File: src/rtl/regfile_sb_pkg.sv
// Shared definitions for the scoreboarded register file: default geometry,
// on/off flag values and the depth helper.
package regfile_sb_pkg;

  localparam int BIT_DATA_DEF = 8;
  localparam int SZB_DEF      = 4;
  localparam int SZA_DEF      = 1 << SZB_DEF;

  localparam bit OFF = 1'b0;
  localparam bit ON  = 1'b1;

  // Register count for a given address width.
  function automatic int sza_of(input int szb);
    return 1 << szb;
  endfunction

endpackage

File: src/rtl/regfile_sb_scoreboard.sv
// Busy scoreboard: one pending bit per register, set at issue and cleared at
// writeback or move, plus a sticky flag for moves that read a pending register.
module regfile_sb_scoreboard
  import regfile_sb_pkg::*;
#(
  parameter int SZB     = SZB_DEF,
  parameter bit ZERO_R0 = OFF,
  localparam int SZA    = sza_of(SZB)
) (
  input  logic           clock,
  input  logic           reset,
  input  logic           issue_en,
  input  logic [SZB-1:0] issue_addr,
  input  logic           rd_we,
  input  logic [SZB-1:0] addr_rd,
  input  logic           en_mv,
  input  logic [SZB-1:0] addr_mv_src,
  input  logic [SZB-1:0] addr_mv_dst,
  output logic [SZA-1:0] busy,
  output logic           mv_hazard
);

  logic [SZA-1:0] busy_r;
  logic [SZA-1:0] busy_nxt_s;
  logic           mv_hazard_r;
  logic           hazard_hit_s;

  // Next busy vector: a new issue supersedes a completing producer.
  always_comb begin
    busy_nxt_s = busy_r;
    for (int r = 0; r < SZA; r++) begin
      if (ZERO_R0 == ON && r == 0) begin
        busy_nxt_s[r] = 1'b0;
      end else if (issue_en && issue_addr == SZB'(r)) begin
        busy_nxt_s[r] = 1'b1;
      end else if ((rd_we && addr_rd == SZB'(r)) || (en_mv && addr_mv_dst == SZB'(r))) begin
        busy_nxt_s[r] = 1'b0;
      end else begin
        busy_nxt_s[r] = busy_r[r];
      end
    end
  end

  // Move source still pending means the move copied a stale value.
  always_comb begin
    if (en_mv) begin
      hazard_hit_s = busy_r[addr_mv_src];
    end else begin
      hazard_hit_s = 1'b0;
    end
  end

  // Scoreboard state and sticky hazard flag.
  always_ff @(posedge clock) begin
    if (!reset) begin
      busy_r      <= {SZA{1'b0}};
      mv_hazard_r <= 1'b0;
    end else begin
      busy_r      <= busy_nxt_s;
      mv_hazard_r <= mv_hazard_r | hazard_hit_s;
    end
  end

  assign busy      = busy_r;
  assign mv_hazard = mv_hazard_r;

endmodule

File: src/rtl/regfile_sb.sv
// Parametrised register file with writeback and move write paths, optional
// writeback-to-read bypass, optional hardwired-zero r0 and a busy scoreboard.
module regfile_sb
  import regfile_sb_pkg::*;
#(
  parameter int BIT_DATA = BIT_DATA_DEF,
  parameter int SZB      = SZB_DEF,
  parameter int N_RD     = 2,
  parameter bit BYPASS   = ON,
  parameter bit ZERO_R0  = OFF,
  localparam int SZA     = sza_of(SZB)
) (
  input  logic                     clock,
  input  logic                     reset,
  input  logic                     rd_we,
  input  logic [SZB-1:0]           addr_rd,
  input  logic [BIT_DATA-1:0]      rd,
  input  logic                     en_mv,
  input  logic [SZB-1:0]           addr_mv_src,
  input  logic [SZB-1:0]           addr_mv_dst,
  input  logic [N_RD*SZB-1:0]      addr_rs,
  output logic [N_RD*BIT_DATA-1:0] rs,
  output logic [N_RD-1:0]          rs_busy,
  input  logic                     issue_en,
  input  logic [SZB-1:0]           issue_addr,
  output logic [SZA-1:0]           busy,
  output logic                     mv_hazard
);

  logic [BIT_DATA-1:0] regf_r [SZA];
  logic                wb_we_s;
  logic                mv_we_s;
  logic [BIT_DATA-1:0] mv_data_s;
  logic [SZA-1:0]      busy_s;

  // Write-path qualification: writeback beats a move to the same destination.
  always_comb begin
    wb_we_s = 1'b0;
    mv_we_s = 1'b0;
    if (ZERO_R0 == ON && addr_rd == {SZB{1'b0}}) begin
      wb_we_s = 1'b0;
    end else begin
      wb_we_s = rd_we;
    end
    if (ZERO_R0 == ON && addr_mv_dst == {SZB{1'b0}}) begin
      mv_we_s = 1'b0;
    end else if (rd_we && addr_rd == addr_mv_dst) begin
      mv_we_s = 1'b0;
    end else begin
      mv_we_s = en_mv;
    end
  end

  // Move data is the pre-edge register value, never forwarded writeback data.
  always_comb begin
    if (ZERO_R0 == ON && addr_mv_src == {SZB{1'b0}}) begin
      mv_data_s = {BIT_DATA{1'b0}};
    end else begin
      mv_data_s = regf_r[addr_mv_src];
    end
  end

  // Register storage.
  always_ff @(posedge clock) begin
    if (!reset) begin
      for (int i = 0; i < SZA; i++) begin
        regf_r[i] <= {BIT_DATA{1'b0}};
      end
    end else begin
      if (mv_we_s) begin
        regf_r[addr_mv_dst] <= mv_data_s;
      end
      if (wb_we_s) begin
        regf_r[addr_rd] <= rd;
      end
    end
  end

  for (genvar g = 0; g < N_RD; g++) begin : g_rd
    logic [SZB-1:0]      addr_s;
    logic [BIT_DATA-1:0] data_s;

    assign addr_s = addr_rs[g*SZB +: SZB];

    // Read mux: hardwired zero first, then same-cycle writeback, then storage.
    always_comb begin
      if (ZERO_R0 == ON && addr_s == {SZB{1'b0}}) begin
        data_s = {BIT_DATA{1'b0}};
      end else if (BYPASS == ON && rd_we && addr_rd == addr_s) begin
        data_s = rd;
      end else begin
        data_s = regf_r[addr_s];
      end
    end

    assign rs[g*BIT_DATA +: BIT_DATA] = data_s;
    assign rs_busy[g]                 = busy_s[addr_s];
  end

  regfile_sb_scoreboard #(
    .SZB     (SZB),
    .ZERO_R0 (ZERO_R0)
  ) u_scoreboard (
    .clock       (clock),
    .reset       (reset),
    .issue_en    (issue_en),
    .issue_addr  (issue_addr),
    .rd_we       (rd_we),
    .addr_rd     (addr_rd),
    .en_mv       (en_mv),
    .addr_mv_src (addr_mv_src),
    .addr_mv_dst (addr_mv_dst),
    .busy        (busy_s),
    .mv_hazard   (mv_hazard)
  );

  assign busy = busy_s;

endmodule

File: config.mk
export PLATFORM = sky130hd
export DESIGN_NAME = regfile_sb
export DESIGN_NICKNAME = d
export VERILOG_FILES = /design/src/rtl/regfile_sb_pkg.sv /design/src/rtl/regfile_sb_scoreboard.sv /design/src/rtl/regfile_sb.sv
export SDC_FILE = /design/constraint.sdc
export NUM_CORES = 1
export LEC_CHECK = 0
export BUFFER_PORTS_ARGS = -buffer_cell sky130_fd_sc_hd__buf_2
export CORE_MARGIN = 2
export CORE_UTILIZATION = 40
export DETAILED_ROUTE_END_ITERATION = 8
export MAX_ROUTING_LAYER = met4
export SLEW_MARGIN = 20
export SYNTH_ARGS = -nofsm -noshare
export SYNTH_HDL_FRONTEND = slang
export SYNTH_HIERARCHICAL = 1
export SYNTH_SLANG_ARGS = --single-unit
File: constraint.sdc
create_clock -name clock -period 6.8 [get_ports clock]
set_clock_uncertainty 0.2 [all_clocks]
set_input_delay 0.68 -clock clock [delete_from_list [all_inputs] [get_ports clock]]
set_output_delay 0.68 -clock clock [all_outputs]
set_load 0.1 [all_outputs]
# Word-level counts from Yosys, hierarchy flattened
# Memory sizes are Yosys's and may differ from the RTL's.
# Index checks and enable logic that the tools add are counted.
# totals
regBits	17
latchBits	0
ram_bits	128
mem_bits_ro	0
input_bits	37
output_inout_bits	35
elab_cells	213
memories	1
# mem_list
memory	words	word_bits	read_ports	rd_ports_with_merged_regs	write_ports	line	text
regf_r	16	8	3	0	16	regfile_sb.sv:30	logic [BIT_DATA-1:0] regf_r [SZA];
# classes
addsub	0
mul	0
div	0
order_cmp	3
n_eq_ne	48
shifts	0
muxes	55
bitwise_logic	1
n_reduce_logical	88
# op_table
op	count
$eq 4x4->1 const B	24
$logic_and 1x1->1	51
$eq 4x3->1 const B	12
$mux 1	46
$mux 8	4
$reduce_bool 2->1	16
$eq 4x2->1 const B	6
$logic_or 1x1->1	16
$reduce_or 8->1	2
$lt 4x5->1 const B	3
$bmux 1 s4	3
$eq 4x1->1 const B	3
$eq 4x4->1	3
$logic_not 4->1	3
$mux 4	2
$or 1x1->1	1

# Logic depth before layout (Yosys ltp)
# Gate-level depths: netlist of run 1.
# depth
word_depth	8
depth_mapped	7
depth_no_buf	4

# By module
# The synthesis of run 1 kept the hierarchy.
# by_module_without_submodules
module	n_inst	cells_each	area_each_um2	seq_area_each_um2
regfile_sb	1	701	9220.1	3843.7
regfile_sb_scoreboard	1	111	1017.2	340.3

# Worst setup path before layout of run 1
# OpenSTA, ideal clock, no wires.
# synth_timing
path_kind	input -> output
startpoint	in addr_rs[0]
endpoint	out rs_busy[0]
arrival_time_ps	2428
required_ps	5920
path_slack_ps	3492
stages	4
path_buffers	2
cell_sequence	buf_4 buf_2 mux4_2 mux4_2
# synth_via
elab_chain_cells	2
# synth_rtl
element	line	text
from (decl)	regfile_sb.sv:21	input logic [N_RD*SZB-1:0] addr_rs,
$bmux 1 s4	regfile_sb.sv:97	assign rs_busy[g] = busy_s[addr_s];
$mux 1 (not written as such)	regfile_sb.sv:97	
to (decl)	regfile_sb.sv:23	output logic [N_RD-1:0] rs_busy,
# Every way passes these cells. The select of a mux whose other input is x is not followed.

# Worst setup path after layout of run 1
# layout_timing
startpoint	in addr_rs[4]
endpoint	out rs[9]
# layout_via
elab_chain_cells	3
elab_cells_between_ends	4
classes_between	eq/ne: 1; mux: 1; reduce/logical: 1; memory: 1
# layout_rtl
element	line	text
branches (longest 2 deep; another with $mem_v2 16x8)	--	
$mux 8 (*)	regfile_sb.sv:89	end else if (BYPASS == ON && rd_we && addr_rd == addr_s) begin
to (decl)	regfile_sb.sv:22	output logic [N_RD*BIT_DATA-1:0] rs,
# Every way passes the cells marked *.

==> results of run 1 <==
[area by class of cell]
| cell class | instances | area (sq um) | share of cell area (%) |
|---|---|---|---|
| Clock buffer | 20 | 437 | 3.84 |
| Clock inverter | 12 | 183 | 1.60 |
| Timing Repair Buffer | 86 | 468 | 4.11 |
| Tap cell | 330 | 413 | 3.63 |
| Sequential cell | 145 | 4180 | 36.8 |
| Multi-Input combinational cell | 599 | 5700 | 50.1 |
[where the power goes]
| part | total [mW] | switching, mW | leakage, nW | internal, mW |
|---|---|---|---|---|
| Sequential | 1.04 | 0.0327 | 1.46 | 1.01 |
| Clock | 1.00 | 0.388 | 0.291 | 0.616 |
| Combinational | 0.534 | 0.365 | 2.12 | 0.169 |
| Total | 2.58 | 0.785 | 3.87 | 1.79 |
[final timing paths]
| check | slack, ps | end | cells past startpoint | start |
|---|---|---|---|---|
| worst max-delay path | 2480 | rs[9] | 6 | addr_rs[4] |
| worst min-delay path | 290 | u_scoreboard/mv_hazard | 1 | u_scoreboard/mv_hazard |
| worst max register to register | 4440 | regf_r[13][5] | 4 | regf_r[9][5] |
| worst min register to register | 290 | u_scoreboard/mv_hazard | 1 | u_scoreboard/mv_hazard |
[metrics by stage]
stage / util [%] / total power [mW] / hold WS, ps
4_1_cts: 45.2 / 2.57 / 288
6_report: 45.2 / 2.58 / 287
2_1_floorplan: - / 1.46 / 608
5_1_grt: 45.2 / 2.63 / 325
3_3_place_gp: 42.7 / 1.58 / 270
3_5_place_dp: 42.7 / 1.59 / 269
[routing by layer]
layer	wire length [microns]	global-route usage, %	vias up	share of wire [%]
met4	1310	11.4	0	3.8
met2	16600	42.5	547	48
li1	-	-	3356	-
met5	0	-	-	0
met1	13200	34.5	4042	38
met3	3500	5.33	101	10
[worst max-delay path: cells and delay by family]
family	cells	cell delay, ps
multiplexers	1	350
XOR/XNOR	1	160
buffers and inverters	3	1470
AND/OR/NAND/NOR	1	730
[flip-flops by register name (all words and copies together), names as in the netlist]
name / flops
u_scoreboard/mv_hazard: 1
u_scoreboard/busy: 16
regf_r: 128
[logic make-up (layout without fill, tap and decap cells)]
logic type	Yosys count	in the layout	synth area share [%]
and+or+nand+nor	224	224	11.5
DFF	145	145	40.9
muxes	175	175	30.8
AOI/OAI and AO/OA	188	188	12.3
xor gates and xnor gates	12	12	1.03
buffers and inverters	68	118	3.52
[cell usage after synthesis, types with 15 or more instances]
library cell	instances	area (sq um)
edfxtp_1	128	3840
nand2_1	107	402
mux4_2	106	2390
mux2i_1	49	490
o21ai_0	48	240
o21ai_1	48	240
o2bb2ai_1	32	280
clkbuf_1	24	90.1
nor2b_1	23	144
a22oi_1	20	150
nor2_1	19	71.3
dfxtp_1	17	340
mux2_2	17	191
nand3_1	17	85.1
a22o_1	16	140
nand3b_1	16	120
buf_1	15	56.3
==> results.sh, run 1 <==
export IMPL_postSynthRegisterBits=145
export IMPL_place_ws_ps=2470
export IMPL_async_flop_share_pct=0
export IMPL_fin_cells=1192
export IMPL_cp_end_kind="output port"
export IMPL_wl_per_cell_microns=29.1
export IMPL_finalWirelength_microns=34600
export IMPL_placed_area_sq_mm=0.0108
export IMPL_first_global_vias=7761
export IMPL_vias=8046
export IMPL_nFillCells=2263
export IMPL_dp_cells=1159
export IMPL_cts_sinks=145
export IMPL_die_y_microns=164
export IMPL_crit_chain="buf_2 > buf_4 > xor2_1 > nor4_4 > mux2_2 > buf_2"
export IMPL_finalMaxSlewViolations=0
export IMPL_setup_violations=0
export IMPL_viasPerCell=6.75
export IMPL_ioPinCount=72
export IMPL_hold_viol_final=0
export IMPL_avgSynthCellArea_sq_um=12.6
export IMPL_track_usage_pct=27.1
export IMPL_drc=0
export IMPL_cpPeakStageDelay_ps=730
export IMPL_post_cts_buffers=0
export IMPL_peakVddDrop_uv=170
export IMPL_cp_common_cell="buf_2"
export IMPL_cts_tree="done"
export IMPL_yosys_warnings=6
export IMPL_ctsRootBufferMaster="clkbuf_16"
export IMPL_synth_cell_area_sq_mm=0.0102
export IMPL_p_leak_nw=3.87
export IMPL_worst_slew_pin_slew_ps=1150
export IMPL_cts_resized=0
export IMPL_drive_gt1_share_pct=29.5
export IMPL_synth_ff_type="edfxtp_1"
export IMPL_antenna_found_initial=0
export IMPL_cts_inserted_buffers=17
export IMPL_synth_nets=849
export IMPL_final_cell_mix="edfxtp_1, nand2_1, mux4_2"
export IMPL_cts_buffer_depth=2
export IMPL_antenna_cells=0
export IMPL_rows=58
export IMPL_htreeDepth=4
export IMPL_status="complete, no violations"
export IMPL_clkTransAtPathRegs_ps=60
export IMPL_synth_edf_count=128
export IMPL_arrival_ps=3440
export IMPL_firstDrtPassIters=5
export IMPL_stdcell_area_sq_mm=0.0114
export IMPL_period_share_pct=63.6
export IMPL_place_hpwl_microns=23400
export IMPL_synthToLayoutAreaGrowth_pct=11.2
export IMPL_fp_coreArea_sq_mm=0.0252
export IMPL_numPortBuffers=71
export IMPL_cts_hold_buffers=0
export IMPL_drt_iter0_markers=1158
export IMPL_final_common_cell="edfxtp_1"
export IMPL_worstSkewPairLatency_ps=430
export IMPL_start_util_pct=40.7
export IMPL_die_area_sq_mm=0.0269
export IMPL_max_slew_margin_pct=23.2
export IMPL_place_gp_congestion=0.934
export IMPL_rsz0062_at_grt="false"
export IMPL_netlist_instances=812
export IMPL_ant_nets=0
export IMPL_overflow=0
export IMPL_max_clock_freq_mhz=231
export IMPL_worst_slack_ps=2480
export IMPL_p_per_area_mw_per_mm2=227
export IMPL_layout_min_cycle_time_ps=4320
export IMPL_worstPathRequired_ps=5920
export IMPL_startpoint_type="input pin"
export IMPL_path_max_fanout=21
export IMPL_seq_area_frac_synth_pct=40.9
export IMPL_grt_max_degree=40
export IMPL_drv_cap=0
export IMPL_hp_class="reg -> reg"
export IMPL_crit_type="in -> out"
export IMPL_die_w_microns=164
export IMPL_layout_nets=886
export IMPL_grt_pass1_wl_microns=50600
export IMPL_cpMaxStageDelayCell="nor4_4"
export IMPL_tns_ps=0
export IMPL_synth_distinct_cells=43
Power figures use the tool's default switching activity.
==> run 2: changes to the inputs <==
clock period = 3.5 ns   (was 6.8 ns; I/O delays follow)
==> results.sh, run 2 (same netlist as run 1, synthesis figures left out) <==
export IMPL_status="complete, no violations"
export IMPL_crit_family="multiplexers"
export IMPL_synthToLayoutAreaGrowth_pct=16.6
export IMPL_drc=0
export IMPL_cts_tree="done"
export IMPL_antenna_found_initial=0
export IMPL_post_cts_buffers=0
export IMPL_finalWirelength_microns=36000
export IMPL_cts_hold_buffers=0
export IMPL_antenna_cells=0
export IMPL_nFillCells=2243
export IMPL_drv_cap=0
export IMPL_cp_end_kind="output port"
export IMPL_ant_nets=0
export IMPL_final_cell_mix="edfxtp_1, nand2_1, mux4_2"
export IMPL_stdcell_area_sq_mm=0.0119
export IMPL_firstDrtPassIters=5
export IMPL_cts_resized=0
export IMPL_drive_gt1_share_pct=32.6
export IMPL_worstSkewPairLatency_ps=430
export IMPL_layout_nets=923
export IMPL_drt_iter0_markers=1050
export IMPL_cp_num_buf_inv=1
export IMPL_cpMaxStageDelayCell="edfxtp_1"
export IMPL_peakVddDrop_uv=326
export IMPL_hp_class="in -> reg"
export IMPL_cts_buffer_depth=2
export IMPL_vias=8114
export IMPL_path_max_fanout=3
export IMPL_tns_ps=0
export IMPL_seqPwrFrac_pct=40.4
export IMPL_arrival_ps=2510
export IMPL_ioPinCount=72
export IMPL_intPower_mw=3.41
export IMPL_overflow=0
export IMPL_startpoint_type="flip-flop"
export IMPL_viasPerCell=6.60
export IMPL_max_slew_margin_pct=51.9
export IMPL_p_per_area_mw_per_mm2=424
export IMPL_max_clock_freq_mhz=327
export IMPL_wl_per_cell_microns=29.3
export IMPL_grtUsageMet2_pct=42.8
export IMPL_track_usage_pct=28.4
export IMPL_grt_use_met1_pct=37.1
export IMPL_rsz0062_at_grt="false"
export IMPL_htreeDepth=4
export IMPL_worstPathRequired_ps=2950
export IMPL_hold_viol_final=0
export IMPL_ctsRootBufferMaster="clkbuf_16"
export IMPL_cpPeakStageDelay_ps=500
export IMPL_fp_coreArea_sq_mm=0.0252
export IMPL_p_sw_share_pct=32.5
export IMPL_grt_max_degree=26
export IMPL_reg2reg_slack_ps=1040
export IMPL_numPortBuffers=71
export IMPL_cts_inserted_buffers=17
export IMPL_die_w_microns=164
export IMPL_cts_sinks=145
export IMPL_grt_pass1_wl_microns=52600
export IMPL_dp_cells=1197
export IMPL_placed_area_sq_mm=0.0113
export IMPL_crit_chain="mux4_2 > mux2i_1 > mux2i_1 > mux2_2 > buf_12"
export IMPL_top_register="regf_r"
export IMPL_crit_type="reg -> out"
export IMPL_place_gp_congestion=0.955
export IMPL_place_hpwl_microns=25400
export IMPL_clkTransAtPathRegs_ps=70
export IMPL_fin_cells=1229
export IMPL_largest_reg_flops=128
export IMPL_finalMaxSlewViolations=0
export IMPL_die_area_sq_mm=0.0269
export IMPL_cp_common_cell="mux2i_1"
export IMPL_die_y_microns=164
export IMPL_rows=58
export IMPL_comb_power_share_pct=23.2
export IMPL_layout_min_cycle_time_ps=3060
export IMPL_top_usage_layer="met2"
export IMPL_gr_usage_met3_pct=6.72
export IMPL_start_util_pct=40.7
export IMPL_p_clk_share_pct=36.4
export IMPL_p_leak_nw=4.14
export IMPL_period_share_pct=87.5
export IMPL_first_global_vias=7815
export IMPL_setup_violations=0
export IMPL_worst_slew_pin_slew_ps=718
export IMPL_final_common_cell="edfxtp_1"
export IMPL_netSwitchingPower_mw=1.64
run 2: worst paths after layout:
kind | start | end | cells past startpoint
worst min-delay path | issue_addr[0] | u_scoreboard/busy[7] | 3
worst min register to register | u_scoreboard/mv_hazard | u_scoreboard/mv_hazard | 1
worst max register to register | regf_r[14][3] | regf_r[5][3] | 4
worst max-delay path | regf_r[15][5] | rs[5] | 5
run 2: metal layers:
| layer | up-vias | routed length [microns] |
|---|---|---|
| li1 | 3421 | - |
| met1 | 4082 | 13400 |
| met2 | 526 | 16800 |
| met3 | 85 | 4270 |
| met4 | 0 | 1490 |
| met5 | - | 0 |
run 2: layout make-up:
| type | instances | area (sq um) | area share [%] |
|---|---|---|---|
| clock buffers | 17 | 425 | 3.56 |
| repair buffers | 123 | 1050 | 8.79 |
| flip-flops and latches | 145 | 4180 | 35.1 |
| clock inverters | 15 | 170 | 1.43 |
| multi-input cells | 599 | 5690 | 47.7 |
| well taps | 330 | 413 | 3.46 |
run 2: tightest hold or removal path, stage by stage:
cell and delay, ps:
buf_2 140, nand3_1 70, a21boi_0 70
run 2: stage by stage:
| stage | setup WS [ps] | hold WS (ps) | power (mW) | utilization (%) |
|---|---|---|---|---|
| after CTS | 468 | 44.5 | 5.05 | 47.4 |
| after global placement | 567 | 271 | 3.23 | 45.0 |
| final | 437 | 56.2 | 5.06 | 47.4 |
| after detailed placement | 553 | 280 | 3.24 | 45.0 |
| after floorplan | 852 | 278 | 2.83 | - |
| after global routing | 447 | 56.8 | 5.19 | 47.4 |
run 2: power groups by stage:
stage | registers (mW) | logic, mW | clock network (mW)
floorplan | 2.06 | 0.775 | 0
global placement | 2.07 | 1.16 | 0
detailed placement | 2.07 | 1.17 | 0
CTS | 2.03 | 1.17 | 1.85
global route | 2.04 | 1.22 | 1.93
finish | 2.04 | 1.17 | 1.84
